<file path="src/rtl/spi_pkg.sv">
// spi_pkg: shared state type and constants for the SPI responder.
// Used by spi_sync and spi_slave.
package spi_pkg;

    localparam int SYNC_STAGES        = 2;
    localparam int DEFAULT_DATA_WIDTH = 8;

    typedef enum logic [1:0] {
        IDLE   = 2'd0,
        ACTIVE = 2'd1,
        WAIT   = 2'd2
    } spi_state_e;

    function automatic int cnt_width(input int w);
        return (w > 2) ? $clog2(w) : 1;
    endfunction

endpackage

</file>
<file path="src/rtl/spi_sync.sv">
// spi_sync: multi-flop pin synchronizer with a delayed level and
// registered rise/fall pulses.
module spi_sync
    import spi_pkg::*;
#(
    parameter int STAGES = SYNC_STAGES
) (
    input  logic clk,
    input  logic rst,
    input  logic d,
    output logic lvl,
    output logic rise,
    output logic fall
);

    logic [STAGES-1:0] chain;

    // The data path is left free-running so the level is valid during reset.
    always_ff @(posedge clk) begin
        chain <= {chain[STAGES-2:0], d};
        lvl   <= chain[STAGES-1];
    end

    always_ff @(posedge clk) begin
        if (rst) begin
            rise <= 1'b0;
            fall <= 1'b0;
        end else begin
            rise <= chain[STAGES-1] & ~lvl;
            fall <= ~chain[STAGES-1] & lvl;
        end
    end

endmodule

</file>
<file path="src/rtl/spi_slave.sv">
// spi_slave: SPI mode-0 MSB-first responder with a one-word tx buffer.
// Define SPI_SLAVE_OVERRUN_EN to build the sticky overrun detector.
module spi_slave
    import spi_pkg::*;
#(
    parameter int                    DATA_WIDTH = DEFAULT_DATA_WIDTH,
    parameter logic [DATA_WIDTH-1:0] TX_IDLE    = '0
) (
    input  logic                  clk,
    input  logic                  rst,
    input  logic                  sck,
    input  logic                  cs_n,
    input  logic                  mosi,
    output logic                  miso,
    output logic                  miso_oe,
    input  logic [DATA_WIDTH-1:0] tx_data,
    input  logic                  tx_load,
    output logic                  tx_empty,
    output logic [DATA_WIDTH-1:0] rx_data,
    output logic                  new_data,
    input  logic                  rd_ack,
    output logic                  busy,
    output logic                  overrun
);

    localparam int CW = cnt_width(DATA_WIDTH);
    localparam logic [CW-1:0] LAST = CW'(DATA_WIDTH - 1);

    localparam logic [1:0] S_IDLE   = IDLE;
    localparam logic [1:0] S_ACTIVE = ACTIVE;
    localparam logic [1:0] S_WAIT   = WAIT;

    logic [1:0] state;

    logic sck_rise;
    logic sck_fall;
    logic sck_lvl_unused;
    logic cs_rise;
    logic cs_fall;
    logic cs_lvl;

    logic [SYNC_STAGES-1:0] mosi_q;
    logic                   mosi_s;

    logic [CW-1:0]         bit_cnt;
    logic [DATA_WIDTH-1:0] rx_shift;
    logic [DATA_WIDTH-1:0] rx_next;
    logic [DATA_WIDTH-1:0] tx_shift;
    logic [DATA_WIDTH-1:0] tx_buf;
    logic [DATA_WIDTH-1:0] tx_fill;

    logic active;
    logic enter;
    logic shift_ok;
    logic word_done;
    logic reload;

    spi_sync #(.STAGES(SYNC_STAGES)) u_sck_sync (
        .clk  (clk),
        .rst  (rst),
        .d    (sck),
        .lvl  (sck_lvl_unused),
        .rise (sck_rise),
        .fall (sck_fall)
    );

    spi_sync #(.STAGES(SYNC_STAGES)) u_cs_sync (
        .clk  (clk),
        .rst  (rst),
        .d    (cs_n),
        .lvl  (cs_lvl),
        .rise (cs_rise),
        .fall (cs_fall)
    );

    always_ff @(posedge clk) begin
        mosi_q <= {mosi_q[SYNC_STAGES-2:0], mosi};
    end

    assign mosi_s = mosi_q[SYNC_STAGES-1];

    assign active    = (state == S_ACTIVE);
    assign enter     = (state == S_IDLE) && cs_fall;
    assign shift_ok  = active && !cs_rise;
    assign word_done = shift_ok && sck_rise && (bit_cnt == LAST);
    assign reload    = enter || (shift_ok && sck_fall && (bit_cnt == '0));
    assign rx_next   = {rx_shift[DATA_WIDTH-2:0], mosi_s};

    // A load strobe landing on a shifter load goes straight to the wire.
    always_comb begin
        tx_fill = TX_IDLE;
        if (tx_load) begin
            tx_fill = tx_data;
        end else if (!tx_empty) begin
            tx_fill = tx_buf;
        end
    end

    always_ff @(posedge clk) begin
        if (rst) begin
            state <= cs_lvl ? S_IDLE : S_WAIT;
        end else begin
            unique case (1'b1)
                state == S_IDLE: begin
                    if (cs_fall) begin
                        state <= S_ACTIVE;
                    end else if (!cs_lvl) begin
                        state <= S_WAIT;
                    end
                end
                state == S_ACTIVE: begin
                    if (cs_rise) begin
                        state <= S_IDLE;
                    end
                end
                state == S_WAIT: begin
                    if (cs_lvl) begin
                        state <= S_IDLE;
                    end
                end
                default: state <= S_IDLE;
            endcase
        end
    end

    always_ff @(posedge clk) begin
        if (rst) begin
            bit_cnt <= '0;
        end else if (enter || (active && cs_rise)) begin
            bit_cnt <= '0;
        end else if (shift_ok && sck_rise) begin
            bit_cnt <= (bit_cnt == LAST) ? '0 : bit_cnt + 1'b1;
        end
    end

    always_ff @(posedge clk) begin
        if (rst) begin
            rx_shift <= '0;
            rx_data  <= '0;
            new_data <= 1'b0;
        end else begin
            if (shift_ok && sck_rise) begin
                rx_shift <= rx_next;
            end
            if (word_done) begin
                rx_data  <= rx_next;
                new_data <= 1'b1;
            end else if (rd_ack) begin
                new_data <= 1'b0;
            end
        end
    end

    always_ff @(posedge clk) begin
        if (rst) begin
            tx_shift <= '0;
            tx_buf   <= '0;
            tx_empty <= 1'b1;
        end else begin
            if (reload) begin
                tx_shift <= tx_fill;
            end else if (shift_ok && sck_fall) begin
                tx_shift <= {tx_shift[DATA_WIDTH-2:0], 1'b0};
            end
            if (reload) begin
                tx_empty <= 1'b1;
            end else if (tx_load) begin
                tx_empty <= 1'b0;
            end
            if (tx_load) begin
                tx_buf <= tx_data;
            end
        end
    end

`ifdef SPI_SLAVE_OVERRUN_EN
    always_ff @(posedge clk) begin
        if (rst) begin
            overrun <= 1'b0;
        end else if (word_done && new_data && !rd_ack) begin
            overrun <= 1'b1;
        end
    end
`else
    assign overrun = 1'b0;
`endif

    assign miso    = tx_shift[DATA_WIDTH-1];
    assign miso_oe = active;
    assign busy    = active;

endmodule
</file>
<file path="config.mk">
export PLATFORM = sky130hd
export DESIGN_NAME = spi_slave
export DESIGN_NICKNAME = d
export VERILOG_FILES = /design/src/rtl/spi_pkg.sv /design/src/rtl/spi_sync.sv /design/src/rtl/spi_slave.sv
export SDC_FILE = /design/constraint.sdc
export NUM_CORES = 1
export LEC_CHECK = 0
export CAP_MARGIN = 20
export CORE_AREA = 2 2 69 71
export DETAILED_ROUTE_END_ITERATION = 6
export DIE_AREA = 0 0 71 73
export PLACE_DENSITY = 0.76
export SYNTH_ARGS = -nofsm -noshare
export SYNTH_HDL_FRONTEND = slang
export SYNTH_HIERARCHICAL = 1
export SYNTH_SLANG_ARGS = --single-unit
</file>
<file path="constraint.sdc">
create_clock -name clk -period 1.4 [get_ports clk]
set_input_delay 0.28 -clock clk [delete_from_list [all_inputs] [get_ports clk]]
set_output_delay 0.28 -clock clk [all_outputs]
set_load 0.005 [all_outputs]
</file>
== Word-level counts from Yosys, hierarchy flattened ==
Index checks and enable logic that the tools add are counted.
Storage, ports and cells
  bits in registers: 50
  input port bits: 15
  logic and storage cells: 63
Operators by class
  add/sub/neg operators: 1
  multiplexer cells: 14
  equality and inequality tests: 6
  reductions and logical operators: 17
  bitwise gates (word level): 8
Operator list (count)
  $mux 8: 4
  $mux 2: 6
  $logic_and 1x1->1: 7
  $ne 3x2->1 const B: 2
  $pmux 2 s3: 1
  $and 1x1->1: 4
  $ne 4x4->1 const B: 1
  $not 1->1: 4
  $reduce_bool 2->1: 2
  $reduce_or 2->1: 2
  $add 3x1->3 const B: 1
  $eq 3x3->1 const B: 1
  $logic_not 3->1: 1
  $mux 3: 1
  $reduce_and 3->1: 1
  $eq 2x1->1 const B: 1
  $eq 2x2->1 const B: 1
  $logic_not 2->1: 1
  $logic_or 1x1->1: 2
  $mux 1: 2
  $logic_not 1->1: 1

== Logic depth before layout (Yosys ltp) ==
Gate-level depths: netlist of the first run.
  depth in word-level cells: 6
  depth in mapped cells: 6
  gate-level depth less buffers: 6

== By module ==
The synthesis of the first run kept the hierarchy.
Modules (own cells, without submodules)
  spi_slave: cells an instance 184, instances 1, area an instance 1726.7 µm²
  spi_sync: cells an instance 7, instances 2, area an instance 115.1 µm²

== Worst setup path before layout of the first run ==
Ideal clock, no wire load.
  kind: register -> register
  start point: register state[0]
  end point: register state[0] (enable)
  setup time: 253 ps
  clock period less this slack: 1498 ps
  path buffers: 1
  cell stages (with the launch flop): 6
  arrival time: 1245 ps
  path slack: -98 ps
  cell sequence: edfxtp_1 -> buf_6 -> or3b_1 -> a21oi_1 -> a21oi_1 -> or2_1
On the way
  longest elaborated chain between the ends: 3
  elaborated cells on any way between the ends: 7
  classes of those cells: eq/ne (5); reduce/logical (2)
RTL lines
  start: declaration: line spi_slave.sv:33  | logic [1:0] state;
  start signal: assignment: line spi_slave.sv:101  | state <= cs_lvl ? S_IDLE : S_WAIT;
  $eq 2x2->1 (tied with other cells): line spi_slave.sv:116  | state == S_WAIT: begin
  $ne 3x2->1 (no line) or $ne 4x4->1 (tied branches)
  $reduce_and 3->1 (no line) (*)
Every way passes the cells marked *; elsewhere a longest branch is shown, timed or not.
A chain may end at the register's enable or synchronous reset.

== Worst setup path in the final report of the first run ==
Ends and elaborated chain as after synthesis.

==> metrics.md, run 1 <==
| Metric | Value |
|---|---|
| Vias in the first global route | `1,469` |
| Fin crit share | `1.12` |
| Post-synthesis register bit count | `50` |
| Critical path class | `flip-flop to flip-flop` |
| Post-synthesis cell type with the largest combined area | `dfxtp_1` |
| Sequential area share after synthesis | `0.522` |
| CTS tree | `built` |
| Setup WS post-layout | `-0.165 ns` |
| Final-report hold violation count | `0` |
| Mean Syn Cell Area | `9.88 um^2` |
| H-tree depth | `2` |
| Register area | `between 1000 and 1500 um^2` |
| Max cap viols | `0` |
| Commonest non-fill, non-tap cell in the layout | `dfxtp_1` |
| Top Family by Delay on Critical Path | `simple AND/OR/NAND/NOR gates` |
| DRC | `0` |
| Placer Congestion | `0.822` |
| Clk slew on worst S/H paths | `~0.090 ns` |
| First-pass GRT wire length | `6230 um` |
| Yosys top cell area share | `0.491` |
| Number of I/O port buffers | `27` |
| Placed cell area | `around 2400 um^2` |
| Initial Util | `0.431` |
| Largest net degree at the start of global routing | `17` |
| Crit path cell chain | `buf_6 -> or3b_1 -> a21oi_2 -> a21oi_1 -> or2_1` |
| Worst-skew pair later-pin latency | `0.30 ns` |
| Cell Area, Synth | `1960 um^2` |
| CTS Sinks | `50` |
| Root Driver | `clkbuf_8` |
| Diode count | `0` |
| Max incr delay on CP | `just over 0.4 ns` |
| CTS Hold Bufs | `0` |
| Leak | `1.10 nW` |
| Detail Placement HPWL | `2380 um` |
| EDFF count, synth | `2` |
| Library cells used by synthesis | `31` |
| Wire per inst | `12.6 um` |
| GRT Overall Usage | `0.150` |
| Share of cells above drive strength 1 | `0.316` |
| Post-synth ARST share | `0` |
| Critical Path Fanout Max | `3` |
| Post-DR vias/cell | `approximately 5` |
| Finished Core Util | `0.604` |
| # rows | `25` |
| Die span in y | `roughly 73 um` |
| Tot Pwr | `2.94 mW` |
| HP Class | `flip-flop to flip-flop` |
| 1st-pass router iterations | `4` |
| Power density over cell area | `between 1000 and 1500 nW/um^2` |
| Multi-input combinational cell area | `956 um^2` |
| Final Max Slew Viols | `0` |
| Initial antenna violation count | `0` |
| Fill count | `385` |
| Worst Path Required | `1.46 ns` |
| Maximum vdd ir drop | `833 uV` |
| Commonest cells after routing, fill and taps aside | `dfxtp_1 (37), nand2_1 (24), buf_4 (24)` |
| Syn Nets | `between 200 and 250` |
| Synthesis-to-layout area growth | `39.9%` |
| Final Critical Period | `between 1.5 and 2 ns` |
| FMAX | `639 MHz` |
| Status | `finished, violations left` |
| CP startpoint kind | `flip-flop` |
| TNS Setup | `-1.97 ns` |
| CORE AREA | `4540 um^2` |
| Clock buffer depth | `2` |
| Overflow after GRT | `0` |
| Routed WL | `approximately 3900 um` |
| Post-DRT Antenna Nets | `0` |
| DIE AREA | `5180 um^2` |
| Crit path DAT | `1.62 ns` |
| Nets | `270` |
| Post-route cell area | `2740 um^2` |
| I/O Pins | `29` |
| Critical path's slowest cell | `edfxtp_1` |
| Final setup fails | `31` |
| Post-synthesis cell count | `198` |
| Max Clock Skew | `0.00691 ns` |
| Iteration-0 DRC Markers | `56` |
| Horiz. Die Dim | `71 um` |
| Via count | `between 1,500 and 2,000` |
| Top_reg_cell synth | `dfxtp_1` |
| Violated checks | `negative setup slack` |
| Synth top area cells | `dfxtp_1 (49%), mux2i_1 (7.2%), a21oi_1 (6.1%)` |
| RSZ-0062 raised after global routing | `yes` |
| Worst Setup End Kind | `flip-flop` |
| Minimum hold slack | `0.332 ns` |
| Yosys warnings | `6` |
| Number of CTS-inserted buffers | `5` |
| Buffers and inverters on the worst path | `1` |
flip-flops by register name, summed over array words and instances (netlist names):
register          cells
new_data              1
u_sck_sync/lvl        1
u_cs_sync/lvl         1
u_sck_sync/rise       1
mosi_q                2
u_sck_sync/chain      2
tx_empty              1
bit_cnt               3
u_cs_sync/rise        1
u_cs_sync/fall        1
tx_shift              8
rx_data               8
state                 2
u_cs_sync/chain       2
tx_buf                8
u_sck_sync/fall       1
rx_shift              7
cells by family after synthesis:
logic type | share of synthesized area
flip-flops | 0.522
buffers and inverters | 0.0531
multiplexers | 0.0716
adder cells (fa/ha/maj) | 0.0192
other | 0.00192
AO/OA/AOI/OAI | 0.163
AND/OR/NAND/NOR | 0.169
cell type report:
cell class | count | share of cell area
sequential | 50 | 0.378
inverter | 4 | 0.00548
timing repair buffer | 60 | 0.202
multi-input combinational | 131 | 0.349
tap | 54 | 0.0247
clock inverter | 3 | 0.0160
clock buffer | 5 | 0.0251
worst reg2reg max path, cell delays in order, from the launching register on:
cell and delay (ns):
edfxtp_1 0.41, buf_6 0.14, or3b_1 0.37, a21oi_2 0.14, a21oi_1 0.04, or2_1 0.23
timing repair:
| action | in CTS | in global routing |
|---|---|---|
| gates resized for setup | 40 | 27 |
| hold endpoints to repair | 0 | 0 |
| pin swaps | 7 | 13 |
| buffers inserted | 11 | 4 |
| gates cloned | 0 | 1 |
| endpoints found under the setup margin | 24 | 33 |
Yosys cell counts (2+ instances only):
cell        n
nand2_1    31
nand3b_1    2
inv_1       4
nor2_1     10
o41ai_1     2
nor2_2      2
edfxtp_1    2
nand3_1     8
ha_1        3
buf_4       3
buf_2       5
o2bb2ai_1   7
dfxtp_1    48
nor3b_1     4
buf_6       3
a22o_1      8
buf_1       2
mux2i_1    14
a21oi_1    24
nand2b_1    5
where the power goes:
group          leakage, nW  switching (mW)  total [mW]  internal (mW)
sequential           0.419          0.0290        1.51           1.48
combinational        0.620           0.178       0.414          0.237
clock               0.0585           0.479        1.01          0.536
total                 1.10           0.686        2.94           2.26
stage by stage:
stage,worst slack [ns],instances
2_1_floorplan,-0.0753,198
3_3_place_gp,-0.0837,285
3_5_place_dp,-0.110,285
4_1_cts,-0.162,304
5_1_grt,-0.226,307
6_report,-0.165,307
routing by layer:
metal / vias to the layer above / track usage / part of all wire
li1: 795 / - / -
met1: 695 / 0.177 / 0.44
met2: 33 / 0.268 / 0.51
met3: 6 / 0.0456 / 0.037
met4: 0 / 0.0377 / 0.014
met5: - / 0 / 0
worst paths after layout:
path	from	end	slack, ns	cells after the start
worst max-delay path	state[0]	state[0]	-0.16	5
worst min-delay path	u_cs_sync/chain[0]	u_cs_sync/chain[1]	0.33	0
worst max register to register	state[0]	state[0]	-0.16	5
worst min register to register	u_cs_sync/chain[0]	u_cs_sync/chain[1]	0.33	0
Note: power is estimated with default switching activity, not from simulation.
==> inputs of run 2 (changes only) <==
Settings changed: CORE_AREA 2 2 69 71 to 5 5 72 74, DIE_AREA 0 0 71 73 to 0 0 77 79, HOLD_SLACK_MARGIN from default to 0.06, PLACE_DENSITY 0.76 to 0.7.
==> metrics.md, run 2 (synthesis gave the netlist of run 1 again) <==
| Metric | Value |
|---|---|
| Diode count | `0 (unchanged)` |
| Leak | `1.08 nW (-1.6%)` |
| Maximum vdd ir drop | `711 uV (-15%)` |
| I/O Pins | `29 (unchanged)` |
| Commonest non-fill, non-tap cell in the layout | `dfxtp_1` |
| Post-DRT Antenna Nets | `0 (unchanged)` |
| Minimum hold slack | `0.325 ns (-0.00702 ns)` |
| CORE AREA | `4540 um^2 (unchanged)` |
| Initial antenna violation count | `0 (unchanged)` |
| Iteration-0 DRC Markers | `91 (+63%)` |
| Placed cell area | `2370 um^2 (+0.42%)` |
| Power density over cell area | `1030 nW/um^2 (-3.9%)` |
| 1st-pass router iterations | `4 (unchanged)` |
| CTS Sinks | `50 (unchanged)` |
| H-tree depth | `2 (unchanged)` |
| FMAX | `641 MHz (+0.25%)` |
| Violated checks | `negative setup slack` |
| Detail Placement HPWL | `2420 um (+1.9%)` |
| Horiz. Die Dim | `77 um (+8.5%)` |
| Critical path class | `flip-flop to flip-flop` |
| Setup WS post-layout | `-0.161 ns (+0.00389 ns)` |
| Wire per inst | `12.2 um (-2.9%)` |
| Share of cells above drive strength 1 | `0.300 (-0.0158)` |
| Worst Setup End Kind | `flip-flop` |
| Die span in y | `79 um (+8.2%)` |
| Final std cells w/o fill | `307 (unchanged)` |
| Final Critical Period | `1.56 ns (-0.00389 ns)` |
| Initial Util | `0.431 (unchanged)` |
| Finished Core Util | `0.597 (-0.00690)` |
| Number of CTS-inserted buffers | `5 (unchanged)` |
| Synthesis-to-layout area growth | `38.3%` |
| Routed WL | `3740 um (-2.9%)` |
| Final setup fails | `21 (-32%)` |
| Placer Congestion | `0.783 (-4.7%)` |
| Nets | `270 (unchanged)` |
| Critical Path Fanout Max | `2 (-1)` |
| Root Driver | `clkbuf_8` |
| DRC | `0 (unchanged)` |
| Largest net degree at the start of global routing | `17 (unchanged)` |
| Clk slew on worst S/H paths | `0.09 ns (about the same)` |
| Clock buffer depth | `2 (unchanged)` |
| Vias in the first global route | `1,363 (-7.2%)` |
| Fin crit share | `1.11 (-0.00278)` |
| Number of I/O port buffers | `27 (unchanged)` |
| CTS Hold Bufs | `0 (unchanged)` |
| Max cap viols | `0 (unchanged)` |
| Via count | `1,534 (+0.33%)` |
| Max Clock Skew | `0.00785 ns (+0.000940 ns)` |
| Top flop regs | `rx_data x8, tx_buf x8, tx_shift x8` |
| Worst-skew pair later-pin latency | `0.30 ns (about the same)` |
| Final Max Slew Viols | `0 (unchanged)` |
| Post-route cell area | `2710 um^2 (-1.1%)` |
| Post-DR vias/cell | `5.00 (+0.33%)` |
| GRT Overall Usage | `0.120 (-0.0297)` |
| # rows | `25 (unchanged)` |
| DIE AREA | `6080 um^2 (+17%)` |
| Total placed cells including tap cells | `288 (+1.1%)` |
| Crit path DAT | `1.62 ns (about the same)` |
| Commonest cells after routing, fill and taps aside | `dfxtp_1 (40), nand2_1 (28), buf_4 (22)` |
| First-pass GRT wire length | `6000 um (-3.6%)` |
| HP Class | `flip-flop to flip-flop` |
| Worst Path Required | `1.46 ns (about the same)` |
| RSZ-0062 raised after global routing | `yes` |
| Overflow after GRT | `0 (unchanged)` |
| Final-report hold violation count | `0 (unchanged)` |
| Status | `finished, violations left` |
| CTS tree | `built` |
| CP startpoint kind | `flip-flop` |
[run 2: area by class of cell]
class	count	area (um^2)
repair buffers	60	561
clock buffers	6	82.6
fillers	377	1830
inverters	4	15.0
flip-flops and latches	50	1030
multi-input cells	131	933
clock inverters	2	16.3
well taps	54	67.6
[run 2: worst max-delay path, cell delays in order, from the launching register on]
cell	delay (ns)
edfxtp_1	0.41
buf_6	0.14
or3b_4	0.37
a21oi_2	0.14
a21oi_1	0.04
or2_1	0.23
[run 2: final timing paths]
kind	startpoint	to	slack, ns	depth (start not counted)
worst max-delay path	state[0]	state[0]	-0.16	5
worst min-delay path	mosi_q[0]	mosi_q[1]	0.32	0
worst max register to register	state[0]	state[0]	-0.16	5
worst min register to register	mosi_q[0]	mosi_q[1]	0.32	0
[run 2: per-layer routing]
layer  up-vias  global-route usage  wire length [um]
li1        795                   -                 -
met3         6              0.0351               177
met1       705               0.162              1720
met2        28               0.183              1790
met4         0              0.0464                56
met5         -                   0                 0
[run 2: what timing repair did]
action,4_1_cts,5_1_grt
buffers inserted,7,5
cloned,0,1
endpoints found under the setup margin,23,31
resized for setup,31,32
pin swaps,3,15
[run 2: metrics by stage]
step                      worst slack [ns]  total power, mW  TNS, ns
after floorplan                    -0.0753             1.72   -0.151
after global placement             -0.0680             1.83   -0.826
after detailed placement            -0.104             1.83    -1.14
after CTS                           -0.163             2.76    -1.51
after global routing                -0.246             2.93    -3.66
final                               -0.161             2.79    -1.75
[run 2: power by group]
group          internal, mW  total, mW  switching [mW]
logic                 0.236      0.405           0.169
registers              1.48       1.51          0.0256
clock network         0.407      0.880           0.473
==> inputs of run 3 (changes only) <==
Settings changed: CTS_CLUSTER_SIZE from default to 20, TNS_END_PERCENT from default to 30.
==> metrics.md, run 3 (synthesis gave the netlist of run 1 again) <==
| Metric | Value |
|---|---|
| Status | `finished, violations left` |
| Violated checks | `negative setup slack` |
| WL met1 | `1700 um (-0.81%)` |
| Leak | `1.03 nW (-4.5%)` |
| Initial antenna violation count | `0 (unchanged)` |
| Reg2reg setup slack | `-0.17 ns (about the same)` |
| I/O Pins | `29 (unchanged)` |
| Clk slew on worst S/H paths | `0.10 ns (about the same)` |
| CTS Hold Bufs | `0 (unchanged)` |
| 1st-pass router iterations | `4 (unchanged)` |
| Critical path class | `flip-flop to flip-flop` |
| Horiz. Die Dim | `77 um (unchanged)` |
| Diode count | `0 (unchanged)` |
| Min-Delay Path Depth | `0 (unchanged)` |
| Met3 wire length | `161 um (-9.0%)` |
| DRC | `0 (unchanged)` |
| WHS Endpoint | `mosi_q[1]` |
| Commonest cells after routing, fill and taps aside | `dfxtp_1 (40), nand2_1 (30), buf_4 (23)` |
| Placed cell area | `2370 um^2 (unchanged)` |
| Share of cells above drive strength 1 | `0.253 (-0.0474)` |
| Final Critical Period | `1.57 ns (+0.00650 ns)` |
| Number of I/O port buffers | `27 (unchanged)` |
| H-tree depth | `2 (unchanged)` |
| Crit path DAT | `1.63 ns (about the same)` |
| CORE AREA | `4540 um^2 (unchanged)` |
| Fin crit share | `1.12 (+0.00465)` |
| Final-report hold violation count | `0 (unchanged)` |
| CTS Sinks | `50 (unchanged)` |
| Initial Util | `0.431 (unchanged)` |
| Max Clock Skew | `0.0109 ns (+0.00302 ns)` |
| Commonest non-fill, non-tap cell in the layout | `dfxtp_1` |
| Top flop regs | `rx_data x8, tx_buf x8, tx_shift x8` |
| Final std cells w/o fill | `303 (-1.3%)` |
| # rows | `25 (unchanged)` |
| Power density over cell area | `1060 nW/um^2 (+2.6%)` |
| Setup WS post-layout | `-0.167 ns (-0.00650 ns)` |
| Post-DR vias/cell | `4.98 (-0.40%)` |
| Detail Placement HPWL | `2420 um (unchanged)` |
| Root Driver | `clkbuf_8` |
| Critical Path Fanout Max | `4 (+2)` |
| Final Max Slew Viols | `0 (unchanged)` |
| CTS tree | `built` |
| DIE AREA | `6080 um^2 (unchanged)` |
| Min-delay src | `mosi_q[0]` |
| Final setup fails | `18 (-14%)` |
| Post-DRT Antenna Nets | `0 (unchanged)` |
| TNS Setup | `-0.669 ns (+1.08 ns)` |
| First-pass GRT wire length | `6000 um (unchanged)` |
| Wire per inst | `11.9 um (-2.0%)` |
| Number of CTS-inserted buffers | `5 (unchanged)` |
| Die span in y | `79 um (unchanged)` |
| Worst Setup End Kind | `flip-flop` |
| Post-route cell area | `2600 um^2 (-4.1%)` |
| Largest net degree at the start of global routing | `17 (unchanged)` |
| Finished Core Util | `0.572 (-0.0243)` |
| Overflow after GRT | `0 (unchanged)` |
| Maximum vdd ir drop | `752 uV (+5.8%)` |
| GRT Overall Usage | `0.120 (unchanged)` |
| FMAX | `638 MHz (-0.42%)` |
| Vias in the first global route | `1,365 (+0.15%)` |
| Clock buffer depth | `2 (unchanged)` |
| Total placed cells including tap cells | `288 (unchanged)` |
| Worst-skew pair later-pin latency | `0.30 ns (about the same)` |
| CP startpoint kind | `flip-flop` |
| Placer Congestion | `0.783 (unchanged)` |
| Nets | `266 (-1.5%)` |
| Max cap viols | `0 (unchanged)` |
| Worst R2R Path Depth | `5 (unchanged)` |
| Synthesis-to-layout area growth | `32.7%` |
| Worst Path Required | `1.46 ns (about the same)` |
| Routed WL | `3620 um (-3.3%)` |
| FF-to-FF End | `state[0]` |
| RR Startpoint | `state[0]` |
| Iteration-0 DRC Markers | `77 (-15%)` |
| HP Class | `flip-flop to flip-flop` |
| Top layer reached by signal wires | `met4` |
| RSZ-0062 raised after global routing | `yes` |
| Met2 routed WL | `1700 um (-5.2%)` |
| Via count | `1,508 (-1.7%)` |
-- run 3: changes by cell type in the layout (fill, tap and decap cells not counted), moves of 2 or more --
cell / before / now
buf_8: 2 / 0
o2bb2ai_2: 3 / 0
buf_12: 2 / 0
a21oi_2: 6 / 4
nand2_1: 28 / 30
o2bb2ai_1: 4 / 7
a21oi_1: 17 / 19
-- run 3: stage by stage --
stage	worst slack (ns)	hold WS [ns]	power (mW)
after floorplan	-0.0753	0.308	1.72
after global placement	-0.0680	0.312	1.83
after detailed placement	-0.104	0.315	1.83
after CTS	-0.163	0.332	2.76
after global routing	-0.242	0.342	2.88
final	-0.167	0.321	2.75
-- run 3: final cells by class --
cell class,count,area (um^2)
Inverter,4,15.0
Clock inverter,2,16.3
Sequential cell,50,1030
Clock buffer,6,82.6
Timing Repair Buffer,56,493
Fill cell,392,1940
Tap cell,54,67.6
Multi-Input combinational cell,131,891
-- run 3: worst max-delay path: stages (launching register included) --
cell and delay, ns:
edfxtp_1 0.41, buf_6 0.14, or3b_4 0.37, a21oi_2 0.14, a21oi_1 0.04, or2_1 0.23
-- run 3: timing repair --
item | in CTS | in global routing
setup endpoints to repair | 23 | 31
pin swaps | 3 | 8
resized for setup | 31 | 17
gates cloned | 0 | 1
buffers inserted | 7 | 1
-- run 3: worst max-delay path by stage --
stage	startpoint	to	cells past startpoint
final	state[0]	state[0]	5
after detailed placement	tx_load	tx_shift[6]	6
after CTS	state[0]	state[0]	5
after global routing	state[0]	state[0]	5
after global placement	tx_load	tx_shift[5]	5
after floorplan	state[0]	state[0]	5
-- run 3: where the power goes --
group	internal, mW	switching [mW]	leakage [nW]
Sequential	1.48	0.0279	0.418
Clock	0.407	0.475	0.0478
Combinational	0.203	0.154	0.566
Total	2.09	0.657	1.03
-- run 3: metal layers --
layer,up-vias,global-route usage
li1,786,-
met1,692,0.162
met2,24,0.183
met3,6,0.0351
met4,0,0.0464
met5,-,0
